==> config.mk <==
export PLATFORM = sky130hd
export DESIGN_NAME = imem_fetch_ctrl
export DESIGN_NICKNAME = d
export VERILOG_FILES = /design/src/rtl/imem_fetch_ctrl.sv
export SDC_FILE = /design/constraint.sdc
export NUM_CORES = 1
export LEC_CHECK = 0
export CORE_ASPECT_RATIO = 0.75
export CORE_MARGIN = 4
export CORE_UTILIZATION = 50
export DETAILED_ROUTE_END_ITERATION = 8
export HOLD_SLACK_MARGIN = 0.15
export PLACE_DENSITY = 0.8
export SLEW_MARGIN = 20
export SYNTH_ARGS = -nofsm -noshare
export SYNTH_HDL_FRONTEND = slang
export SYNTH_SLANG_ARGS = --single-unit
==> constraint.sdc <==
create_clock -name clk -period 2.5 [get_ports clk]
set_input_delay 0.25 -clock clk [delete_from_list [all_inputs] [get_ports clk]]
set_output_delay 0.25 -clock clk [all_outputs]
set_load 0.005 [all_outputs]
==> src/rtl/imem_fetch_ctrl.sv <==
// Instruction-fetch sequencer: owns the PC, fetches from a combinational imem and
// feeds decode through a 2-entry FIFO. Optional IMEM_ALIGN_CHECK_EN adds a FAULT state.
module imem_fetch_ctrl #(
  parameter logic [31:0] RESET_PC  = 32'h0000_0000,
  parameter logic [31:0] HALT_WORD = 32'hFFFF_FFFF
) (
  input  logic        clk,
  input  logic        reset,
  input  logic        start,
  output logic [31:0] imem_addr,
  input  logic [31:0] imem_instr,
  input  logic        redirect_valid,
  input  logic [31:0] redirect_pc,
  output logic        out_valid,
  input  logic        out_ready,
  output logic [31:0] out_instr,
  output logic [31:0] out_pc,
  output logic        halted,
  output logic        fault,
  output logic [1:0]  dbg_state
);

  // Handshake: an entry transfers on a rising edge where out_valid && out_ready are
  // both high; out_valid never depends on out_ready, and the head holds while stalled.

  typedef enum logic [1:0] {
    ST_IDLE  = 2'd0,
    ST_FETCH = 2'd1,
    ST_HALT  = 2'd2
`ifdef IMEM_ALIGN_CHECK_EN
    , ST_FAULT = 2'd3
`endif
  } state_t;

  state_t      state_q, state_d;
  logic [31:0] pc_q, pc_d;
  logic [1:0]  count_q, count_d;
  logic [31:0] head_pc_q, head_pc_d, head_ins_q, head_ins_d;
  logic [31:0] tail_pc_q, tail_pc_d, tail_ins_q, tail_ins_d;
  logic        valid_q, valid_d;
  logic        halted_q, halted_d;
  logic        fault_q, fault_d;

  logic        pop, push, flush, in_fault, redir_ok, redir_bad;
  logic [31:0] redir_target;

`ifdef IMEM_ALIGN_CHECK_EN
  assign in_fault     = (state_q == ST_FAULT);
  assign redir_bad    = redirect_valid && !in_fault && (redirect_pc[1:0] != 2'b00);
  assign redir_target = redirect_pc;
`else
  logic unused_redir_lsbs;
  assign unused_redir_lsbs = ^redirect_pc[1:0];
  assign in_fault          = 1'b0;
  assign redir_bad         = 1'b0;
  assign redir_target      = {redirect_pc[31:2], 2'b00};
`endif

  assign redir_ok = redirect_valid && !in_fault && !redir_bad;

  always_comb begin
    state_d    = state_q;
    pc_d       = pc_q;
    count_d    = count_q;
    head_pc_d  = head_pc_q;
    head_ins_d = head_ins_q;
    tail_pc_d  = tail_pc_q;
    tail_ins_d = tail_ins_q;
    flush      = 1'b0;
    pop        = valid_q && out_ready;
    push       = 1'b0;

    case (state_q)
      ST_IDLE:  if (start) state_d = ST_FETCH;
      ST_FETCH: push = (count_q != 2'd2) || pop;
      default:  ;
    endcase

    // Buffer is a shift register: head is always slot 0, empty slots read as zero.
    if (push && pop) begin
      if (count_q == 2'd2) begin
        head_pc_d  = tail_pc_q;
        head_ins_d = tail_ins_q;
        tail_pc_d  = pc_q;
        tail_ins_d = imem_instr;
      end else begin
        head_pc_d  = pc_q;
        head_ins_d = imem_instr;
      end
    end else if (push) begin
      if (count_q == 2'd0) begin
        head_pc_d  = pc_q;
        head_ins_d = imem_instr;
      end else begin
        tail_pc_d  = pc_q;
        tail_ins_d = imem_instr;
      end
      count_d = count_q + 2'd1;
    end else if (pop) begin
      head_pc_d  = tail_pc_q;
      head_ins_d = tail_ins_q;
      tail_pc_d  = 32'h0;
      tail_ins_d = 32'h0;
      count_d    = count_q - 2'd1;
    end

    if (push) begin
      if (imem_instr == HALT_WORD) state_d = ST_HALT;
      else                         pc_d    = pc_q + 32'd4;
    end

    // Redirect wins over everything above; the PC of the halt word is not advanced.
    if (redir_ok) begin
      pc_d = redir_target;
      if (state_q != ST_IDLE) begin
        state_d = ST_FETCH;
        flush   = 1'b1;
      end
    end
`ifdef IMEM_ALIGN_CHECK_EN
    if (redir_bad) begin
      state_d = ST_FAULT;
      flush   = 1'b1;
    end
`endif

    if (flush) begin
      count_d    = 2'd0;
      head_pc_d  = 32'h0;
      head_ins_d = 32'h0;
      tail_pc_d  = 32'h0;
      tail_ins_d = 32'h0;
    end

    valid_d  = (count_d != 2'd0);
    halted_d = (state_d == ST_HALT) && (count_d == 2'd0);
`ifdef IMEM_ALIGN_CHECK_EN
    fault_d  = (state_d == ST_FAULT);
`else
    fault_d  = 1'b0;
`endif
  end

  always_ff @(posedge clk) begin
    if (reset) begin
      state_q    <= ST_IDLE;
      pc_q       <= RESET_PC;
      count_q    <= 2'd0;
      head_pc_q  <= 32'h0;
      head_ins_q <= 32'h0;
      tail_pc_q  <= 32'h0;
      tail_ins_q <= 32'h0;
      valid_q    <= 1'b0;
      halted_q   <= 1'b0;
      fault_q    <= 1'b0;
    end else begin
      state_q    <= state_d;
      pc_q       <= pc_d;
      count_q    <= count_d;
      head_pc_q  <= head_pc_d;
      head_ins_q <= head_ins_d;
      tail_pc_q  <= tail_pc_d;
      tail_ins_q <= tail_ins_d;
      valid_q    <= valid_d;
      halted_q   <= halted_d;
      fault_q    <= fault_d;
    end
  end

  assign imem_addr = pc_q;
  assign out_valid = valid_q;
  assign out_pc    = head_pc_q;
  assign out_instr = head_ins_q;
  assign halted    = halted_q;
  assign fault     = fault_q;
  assign dbg_state = state_q;

endmodule

==> flow_summary.json <==
{
  "status": "completed",
  "async_flop_share_pct": 0,
  "cap_violations": 0,
  "cpPeakStageDelay_ns": 0.56,
  "synthFlopType": "dfxtp_1",
  "gp_congestion": 0.855,
  "grt_overflow": 0,
  "cts_tree": "done",
  "cts_made_buffers": 17,
  "grt_setup_unrepaired": "no",
  "regArea_um2": 3200,
  "grt_max_degree": 77,
  "finish.instance_area_um2": 9900,
  "synthTopCellsByCount": "dfxtp_1, nand2_1, nor2_1, a21oi_1, nand3_1",
  "dpl-instance-area_um2": 9330,
  "critical_path.max_fanout": 12,
  "ctsResizeCount": 0,
  "synth-xor-area-share_pct": 2.98,
  "port_buffers": 162,
  "worstSetupEndpoint": "imem_addr[4]",
  "synth_edf_count": 0,
  "die_w_um": 148,
  "worstRegToRegCells": 7,
  "wl_um": 21800,
  "hpwl_um": 14400,
  "initial_utilization_pct": 50.9,
  "grt_usage_pct": 25.9,
  "viasPerCell": 5.85,
  "yosysMostFrequentCell": "dfxtp_1",
  "worstPathCellList": "inv_1 -> ha_2 -> a21bo_2 -> nand2_2 -> a21oi_1 -> a211oi_1 -> a2111oi_2",
  "holdCritStartpoint": "redirect_pc[21]",
  "synth-simple-area-share_pct": 21.8,
  "slew_violations": 0,
  "finalCriticalPeriod_ns": 2.24,
  "r2r_start": "count_q[0]",
  "drive_above_1_share_pct": 9.00,
  "yosys.area.top_type_share_pct": 43.5,
  "synth-compound-area-share_pct": 24.7,
  "core_region_area_um2": 14500,
  "yosys.area_share.adder_pct": 0.510,
  "post_cts_buffers": 0,
  "synth_area_leaders": "dfxtp_1, a311oi_1, nand2_1",
  "synth-seq-area-share_pct": 43.5,
  "ant_nets": 0,
  "p_leak_nw": 3.24,
  "cp-startpoint": "count_q[0]",
  "area_delta_synth_final_pct": 34.5,
  "fin_setup_tns_ns": 0,
  "cts.sink_count": 160,
  "multi_input_area_um2": 3760,
  "grt_pass1_vias": 6892,
  "synth_top_family_by_area": "compound AO/OA/AOI/OAI gates",
  "fp.dieArea_um2": 16700,
  "cts_root_buf": "clkbuf_16",
  "cp-end-kind": "flop",
  "clk_latency_ns": 0.41,
  "postSynthCellCount": 913,
  "nNetsFinal": 1115,
  "route.detailed.wl_per_inst_um": 17.4,
  "antenna_cells": 0,
  "hold_viol_final": 0,
  "worstHoldPathType": "input pin to flop",
  "avgSynthCellArea_um2": 8.06,
  "die_h_um": 113,
  "ys_ff_latch": 160,
  "start_kind": "flop",
  "clk_pin_slew_ns": 0.07,
  "synthMuxAreaShare_pct": 0.425,
  "cpMaxStageDelayCell": "a21oi_1",
  "synth_largest_area_cell": "dfxtp_1",
  "criticalPathCategory": "flop to flop",
  "max_freq_mhz": 447,
  "rows": 38,
  "grt_pass1_wl_um": 36000,
  "clock_skew_ns": 0.0102,
  "yosysWarnings": 0,
  "synth_area_um2": 7360,
  "antenna_found_initial": 0,
  "setup_violations": 0,
  "ir_worst_vdd_v": 0.000570,
  "synth_cell_type_count": 52,
  "r2r_slack_ns": 0.26,
  "reg2reg_to": "imem_addr[4]",
  "clockBufferDepth": 2,
  "drc_errors": 0,
  "dr.pass1.iters": 8,
  "drt_iter0_drc": 795,
  "ios": 170,
  "vias": 7352,
  "fillers": 1221,
  "cp.required_ns": 2.81,
  "cp.arrival_ns": 2.55,
  "hold_buffers": 0,
  "p_per_area_nw_per_um2": 755,
  "worstMarginPinSlew_ns": 0.637,
  "relSlewSlack_pct": 57.5,
  "fin_crit_sh_pct": 89.5,
  "h-tree-depth": 4
}
-- metal layers --
metal	GRT usage (%)	wire, µm	vias to the layer above
li1	-	-	3538
met1	36.0	9330	3419
met2	41.8	10300	362
met3	5.48	1880	33
met4	5.97	331	0
met5	0	0	-
-- through the flow --
step | hold slack [ns] | cells | setup WS [ns] | power [mW] | utilization [%]
floorplan | 0.391 | 917 | 0.493 | 3.99 | -
global placement | 0.435 | 1224 | 0.122 | 4.97 | 64.5
detailed placement | 0.440 | 1224 | 0.0864 | 5.01 | 64.5
CTS | 0.408 | 1256 | 0.280 | 7.50 | 68.5
global route | 0.409 | 1256 | 0.0599 | 7.82 | 68.5
finish | 0.410 | 1256 | 0.261 | 7.47 | 68.5
-- cell usage in the layout (no fill, tap or decap), drive strengths merged, types with 5 or more instances in the layout --
| cell type | count |
|---|---|
| nand2 | 137 |
| a21oi | 76 |
| a2111oi | 14 |
| nand4 | 16 |
| and2 | 5 |
| a211oi | 31 |
| xnor2 | 25 |
| buf | 38 |
| clkinv | 6 |
| nand3 | 73 |
| nor2 | 91 |
| a311oi | 62 |
| inv | 15 |
| and4 | 8 |
| clkbuf | 18 |
| dfxtp | 160 |
| o21ai | 64 |
| a21o | 5 |
| conb | 5 |
| clkdlybuf4s50 | 162 |
| o21bai | 7 |
-- area by class of cell --
type / instances / area share (%)
Multi-Input combinational cell: 652 / 38.0
Clock inverter: 14 / 1.33
Sequential cell: 160 / 32.4
Inverter: 12 / 0.455
Clock buffer: 18 / 4.44
Tap cell: 200 / 2.53
Timing Repair Buffer: 200 / 20.9
-- critical path, delay by kind of cell, from the launching register on --
family                   cells  cell delay, ns
adder cells (fa/ha/maj)      1            0.20
flip-flops                   1            0.34
AO/OA/AOI/OAI                4            1.32
AND/OR/NAND/NOR              1            0.20
buffers and inverters        1            0.07
-- how the worst min path moves through the flow --
stage | end | cells after the start
floorplan | imem_addr[29] | 2
global placement | tail_ins_q[1] | 2
detailed placement | tail_ins_q[10] | 2
CTS | imem_addr[21] | 3
global route | imem_addr[24] | 3
finish | imem_addr[21] | 3
-- power by group --
part / internal (mW) / leakage [nW] / switching [mW] / total (mW)
combinational: 0.928 / 1.66 / 1.05 / 1.97
clock: 1.41 / 0.270 / 1.09 / 2.50
sequential: 2.81 / 1.31 / 0.182 / 2.99
-- cell families (layout without fill, tap and decap cells) --
logic type / Yosys count / count (layout)
adders and majority gates: 3 / 3
AOI/OAI and AO/OA: 269 / 269
and+or+nand+nor: 347 / 347
buffers and inverters: 105 / 244
DFF: 160 / 160
xor gates and xnor gates: 25 / 25
muxes: 3 / 3
other: 1 / 5
-- flip-flops by register name, summed over array words and instances (netlist names) --
| signal | flops |
|---|---|
| out_instr | 32 |
| count_q | 2 |
| imem_addr | 30 |
| tail_ins_q | 32 |
| tail_pc_q | 30 |
| out_valid | 1 |
| out_pc | 30 |
| halted | 1 |
| dbg_state | 2 |
No activity file was read; power rests on OpenSTA's default activity.
